`src/rtl/hazard_forward_unit.sv`:
```
// Hazard detection and forwarding control for the ID/EXE boundary.
// Tracks in-flight destinations in EXE/MEM/WB shadow slots.
module hazard_forward_unit #(
    parameter int CNT_WIDTH = 16
) (
    input  logic                 clk,
    input  logic                 rst,
    input  logic                 forwarding_en,
    input  logic                 flush,
    input  logic [3:0]           id_src1,
    input  logic [3:0]           id_src2,
    input  logic                 id_has_src1,
    input  logic                 id_has_src2,
    input  logic                 id_wb_en,
    input  logic                 id_mem_r_en,
    input  logic [3:0]           id_wb_reg_dest,
    output logic                 hazard_stall,
    output logic [1:0]           sel_src1,
    output logic [1:0]           sel_src2,
    output logic [CNT_WIDTH-1:0] stall_count
);

    logic                 r_exe_wb_en;
    logic                 r_exe_mem_r_en;
    logic [3:0]           r_exe_dest;
    logic [3:0]           r_exe_src1;
    logic [3:0]           r_exe_src2;
    logic                 r_exe_has_src1;
    logic                 r_exe_has_src2;
    logic                 r_mem_wb_en;
    logic                 r_mem_mem_r_en;
    logic [3:0]           r_mem_dest;
    logic                 r_wb_wb_en;
    logic [3:0]           r_wb_dest;
    logic [CNT_WIDTH-1:0] r_stall_count;

    logic w_s1_exe;
    logic w_s1_mem;
    logic w_s2_exe;
    logic w_s2_mem;
    logic w_stall_only;
    logic w_load_use;
    logic w_stall;
    logic w_bubble;

    assign w_s1_exe = id_has_src1 & r_exe_wb_en & (r_exe_dest == id_src1);
    assign w_s1_mem = id_has_src1 & r_mem_wb_en & (r_mem_dest == id_src1);
    assign w_s2_exe = id_has_src2 & r_exe_wb_en & (r_exe_dest == id_src2);
    assign w_s2_mem = id_has_src2 & r_mem_wb_en & (r_mem_dest == id_src2);

    // WB is never checked: the register file writes before ID reads.
    assign w_stall_only = w_s1_exe | w_s1_mem | w_s2_exe | w_s2_mem;
    assign w_load_use   = r_exe_mem_r_en & (w_s1_exe | w_s2_exe);
    assign w_stall      = ~flush &
                          (forwarding_en ? w_load_use : w_stall_only);
    assign w_bubble     = flush | w_stall;

    assign hazard_stall = w_stall;
    assign stall_count  = r_stall_count;

    logic w_f1_mem;
    logic w_f1_wb;
    logic w_f2_mem;
    logic w_f2_wb;

    // Loads in MEM are never forwarded; load-use stall covers them.
    assign w_f1_mem = r_exe_has_src1 & r_mem_wb_en & ~r_mem_mem_r_en &
                      (r_mem_dest == r_exe_src1);
    assign w_f1_wb  = r_exe_has_src1 & r_wb_wb_en &
                      (r_wb_dest == r_exe_src1);
    assign w_f2_mem = r_exe_has_src2 & r_mem_wb_en & ~r_mem_mem_r_en &
                      (r_mem_dest == r_exe_src2);
    assign w_f2_wb  = r_exe_has_src2 & r_wb_wb_en &
                      (r_wb_dest == r_exe_src2);

    always_comb begin
        sel_src1 = 2'b00;
        sel_src2 = 2'b00;
        if (forwarding_en) begin
            if (w_f1_mem)     sel_src1 = 2'b01;
            else if (w_f1_wb) sel_src1 = 2'b10;
            if (w_f2_mem)     sel_src2 = 2'b01;
            else if (w_f2_wb) sel_src2 = 2'b10;
        end
    end

    always_ff @(posedge clk or posedge rst) begin
        if (rst) begin
            r_exe_wb_en    <= 1'b0;
            r_exe_mem_r_en <= 1'b0;
            r_exe_dest     <= 4'd0;
            r_exe_src1     <= 4'd0;
            r_exe_src2     <= 4'd0;
            r_exe_has_src1 <= 1'b0;
            r_exe_has_src2 <= 1'b0;
            r_mem_wb_en    <= 1'b0;
            r_mem_mem_r_en <= 1'b0;
            r_mem_dest     <= 4'd0;
            r_wb_wb_en     <= 1'b0;
            r_wb_dest      <= 4'd0;
            r_stall_count  <= '0;
        end else begin
            r_wb_wb_en     <= r_mem_wb_en;
            r_wb_dest      <= r_mem_dest;
            r_mem_wb_en    <= r_exe_wb_en;
            r_mem_mem_r_en <= r_exe_mem_r_en;
            r_mem_dest     <= r_exe_dest;
            if (w_bubble) begin
                r_exe_wb_en    <= 1'b0;
                r_exe_mem_r_en <= 1'b0;
                r_exe_dest     <= 4'd0;
                r_exe_src1     <= 4'd0;
                r_exe_src2     <= 4'd0;
                r_exe_has_src1 <= 1'b0;
                r_exe_has_src2 <= 1'b0;
            end else begin
                r_exe_wb_en    <= id_wb_en;
                r_exe_mem_r_en <= id_mem_r_en;
                r_exe_dest     <= id_wb_reg_dest;
                r_exe_src1     <= id_src1;
                r_exe_src2     <= id_src2;
                r_exe_has_src1 <= id_has_src1;
                r_exe_has_src2 <= id_has_src2;
            end
            if (w_stall && (r_stall_count != {CNT_WIDTH{1'b1}}))
                r_stall_count <= r_stall_count + 1'b1;
        end
    end

endmodule

```
`config.mk`:
```
export PLATFORM = sky130hd
export DESIGN_NAME = hazard_forward_unit
export DESIGN_NICKNAME = d
export VERILOG_FILES = /design/src/rtl/hazard_forward_unit.sv
export SDC_FILE = /design/constraint.sdc
export NUM_CORES = 1
export LEC_CHECK = 0
export ABC_AREA = 1
export BUFFER_PORTS_ARGS = -buffer_cell sky130_fd_sc_hd__clkbuf_2
export CAP_MARGIN = 5
export CELL_PAD_IN_SITES_DETAIL_PLACEMENT = 1
export CELL_PAD_IN_SITES_GLOBAL_PLACEMENT = 1
export CORE_ASPECT_RATIO = 0.6
export CORE_MARGIN = 8
export CORE_UTILIZATION = 30
export DETAILED_ROUTE_END_ITERATION = 16
export GPL_TIMING_DRIVEN = 0
export PLACE_DENSITY_LB_ADDON = 0.1
export SYNTH_ARGS = -nofsm -noshare
export SYNTH_HDL_FRONTEND = slang
export SYNTH_SLANG_ARGS = --single-unit
```
`constraint.sdc`:
```
create_clock -name clk -period 5.05 [get_ports clk]
set_input_delay 0.7575 -clock clk [delete_from_list [all_inputs] [get_ports clk]]
set_output_delay 0.7575 -clock clk [all_outputs]
set_load 0.1 [all_outputs]
```
==> metrics.yaml <==
detailed_routing:
  wl_per_cell_um: 15.00
  drc_errors: 0
  drt_iter0_markers: 116
  wl_met2_um: 2425
  routed.top_layer: "met4"
  vias: 2111
  drt_pass1_iterations: 4
  via_per_inst: 4.472
  routed_wl_um: 7080
  m1WireLength_um: 4151
  route.met3.wl_um: 445
  drt.antenna.violating_nets: 0
timing:
  grt_setup_unrepaired: "false"
  relSlewSlack_pct: 63.19
  fmax_mhz: 335.6
  hold_slack_ns: 0.3870
  slew_violations: 0
  fin_skew_ns: 0.003292
  finalCritPeriodShare_pct: 59.00
  period_minus_slack_ns: 2.979
  tightest_slew_ns: 0.5545
  timing.setup.tns_ns: 0
  finalHoldViolCount: 0
  finalSetupViolCount: 0
clocking:
  root_buffer: "clkbuf_16"
  clk_pin_slew_ns: 0.06
  postCtsSetupRepairBufs: 0
  numCtsBuffers: 5
  clock-sinks: 43
  cts_tree: "done"
  holdBufCountCts: 0
  htree_levels: 2
  clkLatencyLatePin_ns: 0.28
  cts.path.max_buffers: 2
  cts_resized: 0
floorplanning:
  rows: 25
  die_h_um: 85.03
  die_x_um: 131.0
  core_area_mm2: 0.007789
  dieArea_mm2: 0.01114
  ios: 41
  initial_utilization_pct: 30.59
power:
  combPwrFrac_pct: 15.7
  p_per_area_mw_per_mm2: 289.6
  seqPwrFrac_pct: 46.0
  total_power_w: 0.0008337
  ir_drop_mv: 0.1055
  netSwitchingFraction_pct: 30.49
  internal_power_w: 0.0005795
  switchingPower_w: 0.0002542
  power.leakage_nw: 1.546
  p_clk_share_pct: 38.3
yosys:
  synth_top_family_by_area: "simple AND/OR/NAND/NOR gates"
  seq_area_frac_synth_pct: 45.17
  synth_nets: 336
  synth-compound-area-share_pct: 0.8929
  synthMuxAreaShare_pct: 0
  yosysTopAreaCell: "dfrtp_1"
  synth_area_per_cell_um2: 7.563
  synth-async-reset-ratio_pct: 100.0
  netlist_area_mm2: 0.002382
  yosysWarnings: 0
  ys_seq_elements: 43
  synth.distinct_cells: 29
  synth-simple-area-share_pct: 36.61
  synthAdderAreaFrac_pct: 0.5252
  synthXorXnorAreaFrac_pct: 8.456
  synth_top_area_share_pct: 45.17
  synth-main-ff-cell: "dfrtp_1"
  synth_edf_count: 0
  synthCells: 315
  synth_area_leaders: "dfrtp_1 (45%), nand2_1 (15%), nor2_1 (7.2%)"
critical_path:
  crit_type: "in2out"
  critPathArrivalTime_ns: 2.22
  critPathMaxFanout: 10
  cpMostUsedCell: "nor2_1"
  worstSetupStartpointType: "primary input"
  crit_chain: "clkbuf_2, inv_1, nor2_1, nor2_1, nand3_1, nand2_1, nand2_1, nand2_2, inv_1, nor2_1, clkbuf_2"
  rrSetupSlack_ns: 2.99
  worstPathRequired_ns: 4.29
  max_stage_delay_ns: 0.46
  crit_slowest_cell: "clkbuf_2"
  end_kind: "primary output"
place:
  port_buffers: 40
  dp.cells: 464
  routabilityCongestion: 0.7746
  dp_hpwl_um: 5722
cells_and_area:
  nets: 384
  regArea_mm2: 0.001076
  fillers: 994
  final_cells: 472
  diodes: 0
  drive_above_1_share_pct: 17.58
  area_growth_pct: 20.85
  multiInputGateArea_mm2: 0.001107
status:
  run_status: "finished clean"
global_routing:
  overflow: 0
  antenna_found_initial: 0
  first_global_vias: 2134
  grt_pass1_wl_um: 11470
  grt_start_max_net_pins: 36
  grt_usage_pct: 13.43
run:
  cap_violations: 0
min_path:
  holdCritPathClass: "in2async"
final timing paths:
path                                 from             end  cells past startpoint
setup reg to reg           stall_count[0]  stall_count[0]                     10
max in group asynchronous             rst    r_wb_dest[1]                      3
setup / recovery               id_src1[3]    hazard_stall                     11
hold / removal                        rst  stall_count[6]                      2
min in group clk              r_exe_wb_en     r_mem_wb_en                      0
hold reg to reg               r_exe_wb_en     r_mem_wb_en                      0
final cells by class:
cell class	instances	area share (%)
Multi-Input combinational cell	223	38.46
Sequential cell	43	37.38
Timing Repair Buffer	41	7.649
Inverter	43	5.606
Tap cell	108	4.694
Clock buffer	6	4.476
Buffer	6	1.304
Clock inverter	2	0.4346
layout by cell type, fill, tap and decap left out, drive strengths merged:
cell type / n
a21oi: 2
and2: 1
buf: 5
clkbuf: 48
clkinv: 2
clkinvlp: 1
dfrtp: 43
ha: 1
inv: 42
nand2: 98
nand3: 15
nand4: 22
nor2: 47
nor3: 7
nor3b: 1
nor4: 2
nor4b: 1
o21ai: 1
o22ai: 1
or2: 1
xnor2: 10
xor2: 13
cell families (layout without fill, tap and decap cells):
family                     after synthesis  count (layout)
DFF                                     43              43
and+or+nand+nor                        195             195
buffers and inverters                   49              98
AOI/OAI and AO/OA                        4               4
xor gates and xnor gates                23              23
adders and majority gates                1               1
synthesized netlist by cell type, types with 2 or more instances:
cell / count
a21oi_1: 2
buf_2: 2
nor4_1: 2
dfrtp_1: 43
xnor2_1: 10
xor2_1: 13
nand3_1: 13
inv_1: 42
nor2_1: 46
nand3_2: 2
nand4_1: 22
nand2_1: 94
nand2_2: 4
nor3_1: 5
power groups by stage:
| stage | sequential (W) | combinational, W | clock, W |
|---|---|---|---|
| after detailed placement | 0.000390 | 0.000133 | 0 |
| after global placement | 0.000390 | 0.000128 | 0 |
| after CTS | 0.000383 | 0.000133 | 0.000334 |
| after floorplan | 0.000423 | 0.0000568 | 0 |
| final | 0.000383 | 0.000131 | 0.000320 |
| after global routing | 0.000386 | 0.000144 | 0.000345 |
layer usage:
layer	GRT usage [%]	up-vias
met2	15.62	43
met4	2.798	0
met3	3.942	6
met5	0	-
met1	22.15	980
li1	-	1082
flip-flops by register name, indices dropped and copies added, names as in the netlist, 4 cells and up:
| signal | flops |
|---|---|
| r_exe_src1 | 4 |
| r_wb_dest | 4 |
| stall_count | 16 |
| r_exe_src2 | 4 |
| r_mem_dest | 4 |
| r_exe_dest | 4 |
critical path: cells and delay by family:
family / cells / cell delay (ns)
buffers and inverters: 4 / 0.79
and+or+nand+nor: 7 / 0.67
stage by stage:
stage / utilization (%) / worst slack, ns / cell area (um2)
global placement: 34.89 / 2.052 / 2718
detailed placement: 35.15 / 2.066 / 2738
floorplan: - / 1.154 / 2382
CTS: 36.96 / 2.057 / 2879
global route: 36.96 / 1.882 / 2879
finish: 36.96 / 2.071 / 2879
Power figures use the tool's default switching activity.
